`src/rtl/coin_accumulator.sv`:
```
// -----------------------------------------------------------------------------
// coin_accumulator
//
// Credit front end of the vending machine. It sums coin pulses into a 4-bit
// credit and arbitrates cancel, product selection and the inactivity timeout.
// It drives the downstream change/balance stage with total, vendA and vendB.
// It also rejects coins that cannot be taken and refunds unspent credit.
//
// Parameters
//   COSTO_A      price of product A, in credit units
//   COSTO_B      price of product B, in credit units
//   MAX_TOTAL    highest credit held (<= 15)
//   TIMEOUT_CYC  idle CREDIT cycles before auto-refund (1..65535)
//
// Ports
//   clk          in   system clock, rising edge
//   rst_n        in   asynchronous active-low reset
//   coin1        in   1-cycle pulse, 1-unit coin inserted
//   coin2        in   1-cycle pulse, 2-unit coin inserted
//   sel_a        in   1-cycle pulse, product A requested
//   sel_b        in   1-cycle pulse, product B requested
//   cancel       in   1-cycle pulse, refund request
//   total        out  current credit, registered
//   vendA        out  1-cycle vend strobe for product A, registered
//   vendB        out  1-cycle vend strobe for product B, registered
//   refund       out  refunded amount, valid while refund_vld is high, else 0
//   refund_vld   out  1-cycle refund strobe
//   coin_reject  out  1-cycle pulse: the previous cycle's coin(s) were returned
//   no_credit    out  1-cycle pulse: a selection was refused for low credit
//   busy         out  high in VEND, REFUND and CLEAR
// -----------------------------------------------------------------------------
module coin_accumulator #(
  parameter int unsigned COSTO_A     = 2,
  parameter int unsigned COSTO_B     = 3,
  parameter int unsigned MAX_TOTAL   = 15,
  parameter int unsigned TIMEOUT_CYC = 255
) (
  input  logic       clk,
  input  logic       rst_n,
  input  logic       coin1,
  input  logic       coin2,
  input  logic       sel_a,
  input  logic       sel_b,
  input  logic       cancel,
  output logic [3:0] total,
  output logic       vendA,
  output logic       vendB,
  output logic [3:0] refund,
  output logic       refund_vld,
  output logic       coin_reject,
  output logic       no_credit,
  output logic       busy
);

  typedef enum logic [2:0] {
    IDLE   = 3'd0,  // total == 0, waiting for the first coin
    CREDIT = 3'd1,  // total > 0, accepting coins and selections
    VEND   = 3'd2,  // vend strobe cycle, total held for the downstream stage
    REFUND = 3'd3,  // refund strobe cycle
    CLEAR  = 3'd4   // total zeroed, one cycle before returning to IDLE
  } state_t;

  state_t      state, state_nxt;
  logic [15:0] idle_cnt, idle_cnt_nxt;

  logic [3:0]  total_nxt;
  logic        vend_a_nxt, vend_b_nxt;
  logic [3:0]  refund_nxt;
  logic        refund_vld_nxt;
  logic        coin_reject_nxt;
  logic        no_credit_nxt;

  // coin1 weighs 1 and coin2 weighs 2, so the pair is already the binary sum.
  logic [1:0]  add;
  logic [4:0]  sum;
  logic        coin_any;
  logic        coin_fits;
  logic        afford_a, afford_b;
  logic        take_a, take_b;
  logic [16:0] idle_cnt_inc;
  logic        timeout_hit;

  assign add          = {coin2, coin1};
  assign coin_any     = coin1 | coin2;
  // Five bits hold 15 + 3 without wrapping, so the bound check is exact.
  assign sum          = {1'b0, total} + {3'b000, add};
  assign coin_fits    = ({27'd0, sum} <= MAX_TOTAL);
  assign afford_a     = ({28'd0, total} >= COSTO_A);
  assign afford_b     = ({28'd0, total} >= COSTO_B);
  // A wins a joint request when it is affordable; B is considered only if A
  // was not taken.
  assign take_a       = sel_a & afford_a;
  assign take_b       = sel_b & afford_b & ~take_a;
  assign idle_cnt_inc = {1'b0, idle_cnt} + 17'd1;
  assign timeout_hit  = ({15'd0, idle_cnt_inc} == TIMEOUT_CYC);

  assign busy = (state == VEND) || (state == REFUND) || (state == CLEAR);

  // NOTE: every signal driven here is given a default before the case
  // statement, so no path can leave one unassigned and infer a latch.
  always_comb begin
    state_nxt       = state;
    total_nxt       = total;
    idle_cnt_nxt    = '0;
    vend_a_nxt      = 1'b0;
    vend_b_nxt      = 1'b0;
    refund_nxt      = '0;
    refund_vld_nxt  = 1'b0;
    coin_reject_nxt = 1'b0;
    no_credit_nxt   = 1'b0;

    case (state)
      IDLE: begin
        // Selections and cancel carry no meaning without credit.
        if (coin_any) begin
          if (coin_fits) begin
            total_nxt = sum[3:0];
            state_nxt = CREDIT;
          end else begin
            coin_reject_nxt = 1'b1;
          end
        end
      end

      CREDIT: begin
        if (cancel) begin
          state_nxt       = REFUND;
          refund_nxt      = total;
          refund_vld_nxt  = 1'b1;
          coin_reject_nxt = coin_any;
        end else begin
          // A refused selection still lets a lower-priority select or coin
          // through in the same cycle.
          no_credit_nxt = (sel_a & ~afford_a) | (sel_b & ~afford_b & ~take_a);

          if (take_a || take_b) begin
            // total stays put so downstream sees it together with vendX.
            state_nxt       = VEND;
            vend_a_nxt      = take_a;
            vend_b_nxt      = take_b;
            coin_reject_nxt = coin_any;
          end else if (coin_any && coin_fits) begin
            total_nxt = sum[3:0];
          end else begin
            // An idle cycle: no coin accepted (a rejected coin also counts).
            coin_reject_nxt = coin_any;
            if (timeout_hit) begin
              state_nxt      = REFUND;
              refund_nxt     = total;
              refund_vld_nxt = 1'b1;
            end else begin
              idle_cnt_nxt = idle_cnt_inc[15:0];
            end
          end
        end
      end

      VEND, REFUND: begin
        state_nxt       = CLEAR;
        total_nxt       = '0;
        coin_reject_nxt = coin_any;
      end

      CLEAR: begin
        state_nxt       = IDLE;
        coin_reject_nxt = coin_any;
      end

      default: begin
        state_nxt = IDLE;
        total_nxt = '0;
      end
    endcase
  end

  // NOTE: state is updated with non-blocking assignments so that every
  // register samples the pre-edge values, independent of statement order.
  always_ff @(posedge clk or negedge rst_n) begin
    if (!rst_n) begin
      state       <= IDLE;
      total       <= '0;
      idle_cnt    <= '0;
      vendA       <= 1'b0;
      vendB       <= 1'b0;
      refund      <= '0;
      refund_vld  <= 1'b0;
      coin_reject <= 1'b0;
      no_credit   <= 1'b0;
    end else begin
      state       <= state_nxt;
      total       <= total_nxt;
      idle_cnt    <= idle_cnt_nxt;
      vendA       <= vend_a_nxt;
      vendB       <= vend_b_nxt;
      refund      <= refund_nxt;
      refund_vld  <= refund_vld_nxt;
      coin_reject <= coin_reject_nxt;
      no_credit   <= no_credit_nxt;
    end
  end

endmodule

```
`config.mk`:
```
export PLATFORM = sky130hd
export DESIGN_NAME = coin_accumulator
export DESIGN_NICKNAME = d
export VERILOG_FILES = /design/src/rtl/coin_accumulator.sv
export SDC_FILE = /design/constraint.sdc
export NUM_CORES = 1
export LEC_CHECK = 0
export BUFFER_PORTS_ARGS = -buffer_cell sky130_fd_sc_hd__buf_4
export CORE_UTILIZATION = 54
export CTS_BUF_LIST = sky130_fd_sc_hd__clkbuf_2
export DETAILED_ROUTE_END_ITERATION = 10
export PLACE_DENSITY = 0.78
export SYNTH_ARGS = -nofsm -noshare
export SYNTH_HDL_FRONTEND = slang
export SYNTH_SLANG_ARGS = --single-unit
```
`constraint.sdc`:
```
create_clock -name clk -period 2.25 [get_ports clk]
set_input_delay 0.1125 -clock clk [delete_from_list [all_inputs] [get_ports clk]]
set_output_delay 0.1125 -clock clk [all_outputs]
set_load 0.05 [all_outputs]
```
==> results.ini, run 1 <==
[outcome]
status=complete, but fails checks
violations=negative setup slack

[timing]
setup_viol=4
skew_ps=33.5
fin_crit_ps=2330
relSlewSlack=0.690
worst_slew_pin_slew_ps=465
finalCritPeriodShare=1.03
clock.fmax_mhz=430
fin_ws_ps=-77.3
finalSetupTns_ps=-171
final-hold-violation-count=0
drv_slew=0
rsz0062_at_grt=yes

[final_layout]
final_util=0.764
drive_gt1_frac=0.336
nets=250
num_antenna_cells=0
area_growth_pct=33.4

[global_routing]
grt_max_degree=33
grt_use_total=0.299
grt_remaining_overflow=0
grt_antenna_before_repair=0
grt_pass1_vias=1631
grt_first_pass_wirelength_um=7560

[floorplan]
core_um2=3080
io_pins=21
die_x_um=59.1
die_h_um=59.1
die-area_um2=3500
fp-row-count=20
initial_utilization=0.573

[critical_path]
rr_startpoint=idle_cnt[5]
cp.required_ps=2560
worstSetupPathType=reg -> reg
cp_data_arrival_time_ps=2640
rrSetupSlack_ps=-80
cpPeakStageDelay_ps=460
cp_slowest_cell=or4_4
reg2reg_depth=6
cp-start-kind=flip-flop
worst-path-max-fanout=7
rr_endpoint=refund[3]
crit_chain=nand4_4 > or3_1 > o31ai_1 > o211ai_1 > or4_4 > a211oi_2
end_kind=flip-flop

[cts]
cts_sinks=32
clk_pin_slew_worst_paths_ps=160
cts_buffers=5
clk_path_buf_depth=2
clk_latency_ps=400
cts_max_level=2
cts_tree=yes
cts-root-buf=clkbuf_2

[synth]
synth_xor_area_frac=0.0795
synth-edff-count=0
ys_seq_elements=32
synth_cell_types=42
synth_fp_nets=197
synth.largest_area_cell=dfrtp_1
synthAdderAreaFrac=0.0397
yosysSeqAreaShare=0.454
synth_top_family_by_area=simple AND/OR/NAND/NOR gates
yosys_most_used_dff=dfrtp_1
synth-simple-area-share=0.253
syn_area_per_cell_um2=9.53
synthArstFlopShare=1.00
muxShareOfSynthArea=0.0114
synth_compound_area_frac=0.125
netlist_area_um2=1760
ys_warn_count=0
synth_common_cells=32 x dfrtp_1, 23 x nor2_1, 13 x xnor2_1
ys_top_cells_by_area=dfrtp_1 45%, xnor2_1 6.5%, nor2_1 4.9%
synth_top_area_frac=0.454
postSynthCellCount=185
synth_most_common_cell=dfrtp_1

[job]
cap_violations=0

[drt]
vias=1685
wl_um=4750
drt_iter0_markers=110
ant_nets=0
route.detailed.drc=0
via_per_inst=5.98
wl_per_cell_um=16.8
drt_first_pass_iters=5

[power]
power_mw=1.85
leakage_nw=1.02
powerDensity_nw_per_um2=785
irDropWorstVdd_mv=0.528

[placed_design]
gp_congestion=0.929
dp_hpwl_um=2970
port_buffers=20

[min_path]
hp-start=coin1
whs_endpoint=coin_reject
hp-class=in -> reg
hold_depth=3

-- metrics by stage --
stage	cell area [µm²]	std cells	hold slack, ps	worst slack, ps
finish	2350	282	68.3	-77.3
global route	2350	282	93.8	-146
CTS	2300	280	62.3	-7.64
detailed placement	2110	262	68.9	-235
global placement	2110	262	63.1	-13.9
floorplan	1780	185	-183	-26.0
-- how the worst max path moves through the flow --
stage                startpoint         to  slack, ps
detailed placement  idle_cnt[1]  refund[3]       -240
floorplan              total[0]   total[3]        -30
global route        idle_cnt[6]  refund[3]       -150
CTS                 idle_cnt[3]  refund[3]         -8
global placement    idle_cnt[1]  refund[3]        -10
finish              idle_cnt[5]  refund[3]        -80
-- layer usage --
metal	track usage	wire (µm)
met1	0.361	1930
met2	0.490	2280
met3	0.0764	313
met4	0.163	222
met5	0	0
-- flip-flops by register name, summed over array words and instances, names as in the netlist --
signal       cells
refund           4
state            3
vendA            1
idle_cnt        16
vendB            1
coin_reject      1
total            4
no_credit        1
refund_vld       1
-- where the power goes --
part	leakage, nW	switching, mW	internal, mW
Combinational	0.561	0.533	0.292
Sequential	0.427	0.0972	0.656
Clock	0.0288	0.195	0.0739
Total	1.02	0.825	1.02
-- worst max-delay path: cells and delay by family (launching register included) --
kind | cells | cell delay (ps)
simple gates | 3 | 1070
flops | 1 | 450
compound gates | 3 | 720
-- cells by family (layout without fill, tap and decap cells) --
kind of cell,after synthesis,after routing
flip-flops,32,32
multiplexers,2,2
XOR/XNOR,16,16
buffers and inverters,16,69
AND/OR/NAND/NOR,83,83
AO/OA/AOI/OAI,31,31
adder cells (fa/ha/maj),5,5
-- layout by cell type (no fill, tap or decap), types with 3 or more instances in the layout --
master,count
buf_4,48
xor2_1,3
or4_1,3
dlygate4sd3_1,5
ha_1,3
xnor2_1,13
clkbuf_2,6
nand2_1,10
and2_1,4
nand4_1,3
or3_1,3
o211ai_1,3
dfrtp_1,26
nand3_1,7
nor2_1,23
nor3_1,11
inv_1,9
o21ai_0,5
dfrtp_2,6
-- repair_timing --
action | 4_1_cts | 5_1_grt
setup buffers | 6 | 2
hold buffers | 5 | 0
pin swaps | 4 | 1
setup endpoints to repair | 14 | 15
resized for setup | 13 | 9
endpoints found under the hold margin | 36 | 0
-- area by class of cell --
| cell class | instances | area [µm²] |
|---|---|---|
| Multi-Input combinational cell | 137 | 1010 |
| Sequential cell | 32 | 808 |
| Fill cell | 215 | 727 |
| Timing Repair Buffer | 53 | 410 |
| Tap cell | 44 | 55.1 |
| Inverter | 9 | 33.8 |
| Clock buffer | 6 | 30.0 |
| Clock inverter | 1 | 5.00 |
(Power assumes the default switching activity.)
==> inputs of run 2 (changes only) <==
BUFFER_PORTS_ARGS = -buffer_cell sky130_fd_sc_hd__clkbuf_2   (was -buffer_cell sky130_fd_sc_hd__buf_4)
CORE_MARGIN = 5   (was unset)
GPL_TIMING_DRIVEN = 0   (was unset)
==> run 2 against run 1 <==
Net effect:
- the run now ends clean
- cell count decreased by 1.1%
- sequential cell count stayed put
- non-clock buffer count fell by 5
- clock power rose by 38%
- count of clock-buffer cells in the layout is 1 lower
- routed wire length down 11%
- sequential power shrank 1%
- final area down 1.2%
- via count is 4.1% lower
- largest power group unchanged
==> results.ini, run 2 (synthesized netlist as in run 1, its figures left out) <==
[outcome]
status=completed  ; was complete, but fails checks

[placed_design]
placed_area_um2=1940  ; was 2110 µm²
port_buffers=20  ; unchanged
gp_congestion=0.855  ; was 0.929
dp_hpwl_um=2760  ; was 2970 µm

[timing]
drv_slew=0  ; unchanged
relSlewSlack=0.494  ; was 0.690
final-hold-violation-count=0  ; unchanged
setup_viol=0  ; was 4
rsz0062_at_grt=yes  ; unchanged
clock.fmax_mhz=452  ; was 430 MHz
finalCritPeriodShare=0.984  ; was 1.03
worst_slew_pin_slew_ps=758  ; was 465 ps
fin_crit_ps=2210  ; was 2330 ps
skew_ps=21.9  ; was 33.5 ps

[global_routing]
grt_pass1_vias=1560  ; was 1631
grt_antenna_before_repair=0  ; unchanged
grt_first_pass_wirelength_um=7260  ; was 7560 µm
grt_remaining_overflow=0  ; unchanged
grt_max_degree=33  ; unchanged
grt_use_total=0.215  ; was 0.299

[floorplan]
io_pins=21  ; unchanged
initial_utilization=0.568  ; was 0.573
fp-row-count=20  ; unchanged
die-area_um2=4510  ; was 3500 µm²
die_x_um=67.1  ; was 59.1 µm
die_h_um=67.1  ; was 59.1 µm
core_um2=3100  ; was 3080 µm²

[final_layout]
final_cell_mix=26 x dfrtp_1, 25 x clkbuf_2, 21 x nor2_1, 20 x buf_4, 13 x xnor2_1  ; was 48 x buf_4, 26 x dfrtp_1, 23 x nor2_1, 13 x xnor2_1, 11 x nor3_1
fill_cells=231  ; was 215
multiInputGateArea_um2=1050  ; was 1010 µm²
nets=246  ; was 250
final_common_cell=dfrtp_1  ; was buf_4
layout_top_registers=idle_cnt x16, refund x4, total x4  ; unchanged
final_area_um2=2320  ; was 2350 µm²
num_antenna_cells=0  ; unchanged
drive_gt1_frac=0.332  ; was 0.336
area_growth_pct=31.7  ; was 33.4%
final_util=0.748  ; was 0.764
largest_reg_flops=16  ; unchanged
top_register=idle_cnt  ; unchanged
register_area_um2=808  ; unchanged

[power]
irDropWorstVdd_mv=0.585  ; was 0.528 mV
leakage_nw=0.961  ; was 1.02 nW
powerDensity_nw_per_um2=807  ; was 785 nW/µm²

[drt]
vias=1616  ; was 1685
drt_first_pass_iters=4  ; was 5
drt_iter0_markers=140  ; was 110
wl_um=4240  ; was 4750 µm
ant_nets=0  ; unchanged
via_per_inst=5.79  ; was 5.98
route.detailed.drc=0  ; unchanged
wl_per_cell_um=15.2  ; was 16.8 µm

[critical_path]
cp.required_ps=2550  ; was 2560 ps
cp_data_arrival_time_ps=2510  ; was 2640 ps
end_kind=flip-flop  ; unchanged
reg2reg_depth=7  ; was 6
worstSetupPathType=reg -> reg  ; unchanged
rr_startpoint=idle_cnt[0]  ; was idle_cnt[5]
cp-start-kind=flip-flop  ; unchanged
critPathLaunch=idle_cnt[0]  ; was idle_cnt[5]
worst-path-max-fanout=8  ; was 7

[cts]
cts_max_level=2  ; unchanged
cts_buffers=5  ; unchanged
cts_tree=yes  ; unchanged
cts_sinks=32  ; unchanged
cts-root-buf=clkbuf_2  ; unchanged
clk_pin_slew_worst_paths_ps=170  ; was 160 ps
clk_path_buf_depth=2  ; unchanged
clk_latency_ps=390  ; was 400 ps

[job]
cap_violations=0  ; unchanged

[min_path]
hp-start=cancel  ; was coin1
hp-class=in -> reg  ; unchanged
hold_depth=3  ; unchanged

[run 2: what timing repair did]
item	4_1_cts	5_1_grt
hold buffers	4	0
resized for setup	20	14
setup endpoints to repair	24	27
setup buffers	10	9
pin swaps	5	7
gates cloned	1	0
hold endpoints to repair	35	0
[run 2: path summary, 6_finish.rpt]
check,endpoint,slack [ps]
worst max-delay path,refund[3],40
worst min-delay path,vendA,80
worst max register to register,refund[3],40
worst min register to register,state[0],570
max in group asynchronous,total[0],1420
min in group asynchronous,idle_cnt[4],300
[run 2: per-layer routing]
| layer | part of all wire | vias to the layer above | track usage |
|---|---|---|---|
| met4 | 0.017 | 0 | 0.104 |
| li1 | - | 773 | - |
| met2 | 0.47 | 49 | 0.342 |
| met1 | 0.45 | 785 | 0.277 |
| met5 | 0 | - | 0 |
| met3 | 0.064 | 9 | 0.0449 |
[run 2: critical path, cell delays in order, from the launching register on]
cell      delay (ps)
dfrtp_2          430
buf_4            140
nand3_4          100
or3_4            370
o31ai_2          240
o211ai_1         140
or4_1            500
a211oi_2         200
[run 2: where the power goes]
part           internal [mW]  switching (mW)  total [mW]
registers              0.656          0.0884       0.744
clock network          0.181           0.191       0.372
logic                  0.229           0.530       0.758
[run 2: layout make-up]
class / count / share of cell area
clock inverter: 3 / 0.0162
tap: 44 / 0.0237
sequential: 32 / 0.348
inverter: 9 / 0.0145
timing repair buffer: 43 / 0.122
clock buffer: 5 / 0.0108
buffer: 5 / 0.0145
multi-input combinational: 138 / 0.450
[run 2: through the flow]
step | setup TNS [ps] | total power [mW] | cells | hold WS, ps | setup slack [ps]
6_report | 0 | 1.87 | 279 | 80.9 | 36.0
3_5_place_dp | -5330 | 1.43 | 249 | 226 | -496
5_1_grt | -217 | 2.00 | 279 | 77.6 | -107
2_1_floorplan | -26.0 | 1.26 | 185 | -183 | -26.0
3_3_place_gp | -4560 | 1.41 | 249 | 214 | -451
4_1_cts | 0 | 1.83 | 271 | 26.5 | 6.66
==> inputs of run 3 (changes only) <==
CORE_UTILIZATION = 60   (was 54)
PLACE_DENSITY = 0.82   (was 0.78)
clock period = 2.7 ns   (was 2.25 ns; I/O delays follow)
==> run 3 against run 2 <==
Net effect:
- the flow now finishes with violations (design-rule violations)
- die area shrank 8.5%
- via count is 8.5% lower
- fmax fell by 14%
- routed wire length is 11% lower
- worst setup slack gained 88 ps
==> results.ini, run 3 (synthesized netlist as in run 1, its figures left out) <==
[critical_path]
cp_num_buf_inv=0  ; was 1
cp_data_arrival_time_ps=2900  ; was 2510 ps
worst-path-max-fanout=7  ; was 8
cp_top_family=simple AND/OR/NAND/NOR gates  ; unchanged
cpPeakStageDelay_ps=580  ; was 500 ps
reg2reg_depth=7  ; unchanged
cp_slowest_cell=or4_1  ; unchanged
cp.depth=7  ; unchanged
crit_chain=ha_2 > nand2_1 > or3_1 > a211oi_2 > o2111ai_2 > or4_1 > a211oi_2  ; was buf_4 > nand3_4 > or3_4 > o31ai_2 > o211ai_1 > or4_1 > a211oi_2
cp.required_ps=3020  ; was 2550 ps
worstSetupPathType=reg -> reg  ; unchanged
cp-start-kind=flip-flop  ; unchanged
cpMostUsedCell=a211oi_2
end_kind=flip-flop  ; unchanged

[drt]
via_per_inst=5.98  ; was 5.79
drt_first_pass_iters=7  ; was 4
wl_um=3780  ; was 4240 µm
route.detailed.drc=1  ; was 0
vias=1478  ; was 1616
wl_per_cell_um=15.3  ; was 15.2 µm
drt_iter0_markers=129  ; was 140
ant_nets=0  ; unchanged

[floorplan]
die-area_um2=4120  ; was 4510 µm²
die_h_um=64.2  ; was 67.1 µm
die_x_um=64.2  ; was 67.1 µm
initial_utilization=0.634  ; was 0.568
core_um2=2780  ; was 3100 µm²
io_pins=21  ; unchanged
fp-row-count=19  ; was 20

[final_layout]
top_register=idle_cnt  ; unchanged
num_antenna_cells=0  ; unchanged
layout_top_registers=idle_cnt x16, refund x4, total x4  ; unchanged
nets=227  ; was 246
final_area_um2=2010  ; was 2320 µm²
final_common_cell=dfrtp_1  ; unchanged
area_growth_pct=14.3  ; was 31.7%
largest_reg_flops=16  ; unchanged
final_cell_mix=30 x dfrtp_1, 26 x clkbuf_2, 23 x nor2_1, 13 x xnor2_1  ; was 26 x dfrtp_1, 25 x clkbuf_2, 21 x nor2_1, 20 x buf_4, 13 x xnor2_1
drive_gt1_frac=0.208  ; was 0.332

[timing]
skew_ps=36.6  ; was 21.9 ps
rsz0062_at_grt=no  ; was yes
fin_crit_ps=2580  ; was 2210 ps
drv_slew=0  ; unchanged
clock.fmax_mhz=388  ; was 452 MHz
finalCritPeriodShare=0.954  ; was 0.984
final-hold-violation-count=0  ; unchanged
setup_viol=0  ; unchanged
fin_ws_ps=124  ; was 36.0 ps
relSlewSlack=0.495  ; was 0.494
worst_slew_pin_slew_ps=758  ; about the same

[global_routing]
grt_use_total=0.196  ; was 0.215
grt_first_pass_wirelength_um=6480  ; was 7260 µm
grt_remaining_overflow=0  ; unchanged
grt_antenna_before_repair=0  ; unchanged
grt_pass1_vias=1401  ; was 1560
grt_max_degree=33  ; unchanged

[cts]
cts_buffers=5  ; unchanged
cts_setup_buffers=0  ; was 10
cts_max_level=2  ; unchanged
cts_sinks=32  ; unchanged
cts-root-buf=clkbuf_2  ; unchanged
cts_tree=yes  ; unchanged
clk_latency_ps=390  ; about the same
clk_pin_slew_worst_paths_ps=200  ; was 170 ps
clk_path_buf_depth=2  ; unchanged

[placed_design]
place_ws_ps=-152  ; was -496 ps
gp_congestion=0.843  ; was 0.855
port_buffers=20  ; unchanged
placed_area_um2=1900  ; was 1940 µm²
dp_hpwl_um=2700  ; was 2760 µm

[power]
powerDensity_nw_per_um2=709  ; was 807 nW/µm²
irDropWorstVdd_mv=0.853  ; was 0.585 mV
leakage_nw=0.846  ; was 0.961 nW

[min_path]
hold_depth=3  ; unchanged
hp-class=in -> reg  ; unchanged

[job]
cap_violations=0  ; unchanged

[outcome]
status=complete, but fails checks  ; was completed
violations=design-rule violations

[run 3: worst reg2reg max path, stage by stage (launching register included)]
cell and delay, ps:
dfrtp_2 460, ha_2 260, nand2_1 130, or3_1 400, a211oi_2 260, o2111ai_2 200
or4_1 580, a211oi_2 250
[run 3: path summary, 6_finish.rpt]
kind,endpoint,slack (ps),from
hold reg to reg,state[2],540,state[2]
setup reg to reg,refund[3],120,idle_cnt[0]
hold / removal,no_credit,20,sel_b
setup / recovery,refund[3],120,idle_cnt[0]
min in group asynchronous,refund[3],320,rst_n
max in group asynchronous,idle_cnt[0],1840,rst_n
[run 3: per-layer routing]
metal  routed length (µm)  global-route usage
met2                 1880               0.312
met1                 1660               0.256
met3                  187              0.0525
met5                    0                   0
met4                   45              0.0738
[run 3: timing repair]
action                                  CTS  global route
endpoints found under the setup margin    9             6
hold endpoints to repair                 33             0
hold buffers                              3             0
gates resized for setup                   2             9
[run 3: metrics by stage]
step            util  hold WS, ps  cells  TNS, ps  total power [mW]
3_3_place_gp   0.684          236    236     -474              1.16
5_1_grt        0.724       0.0776    247        0              1.53
6_report       0.724         19.3    247        0              1.43
4_1_cts        0.713         7.63    247        0              1.43
3_5_place_dp   0.684          244    236     -926              1.19
2_1_floorplan      -         -161    185        0              1.04
[run 3: power by group]
part | switching (mW) | internal, mW
registers | 0.0651 | 0.546
clock network | 0.170 | 0.0625
logic | 0.424 | 0.161
total | 0.659 | 0.769
[run 3: area by class of cell]
type,count,area [µm²]
plain buffers,7,32.5
clock buffers,5,25.0
clock inverters,3,18.8
fillers,211,767
inverters,9,33.8
multi-input cells,137,932
flip-flops and latches,32,803
well taps,31,38.8
repair buffers,23,130
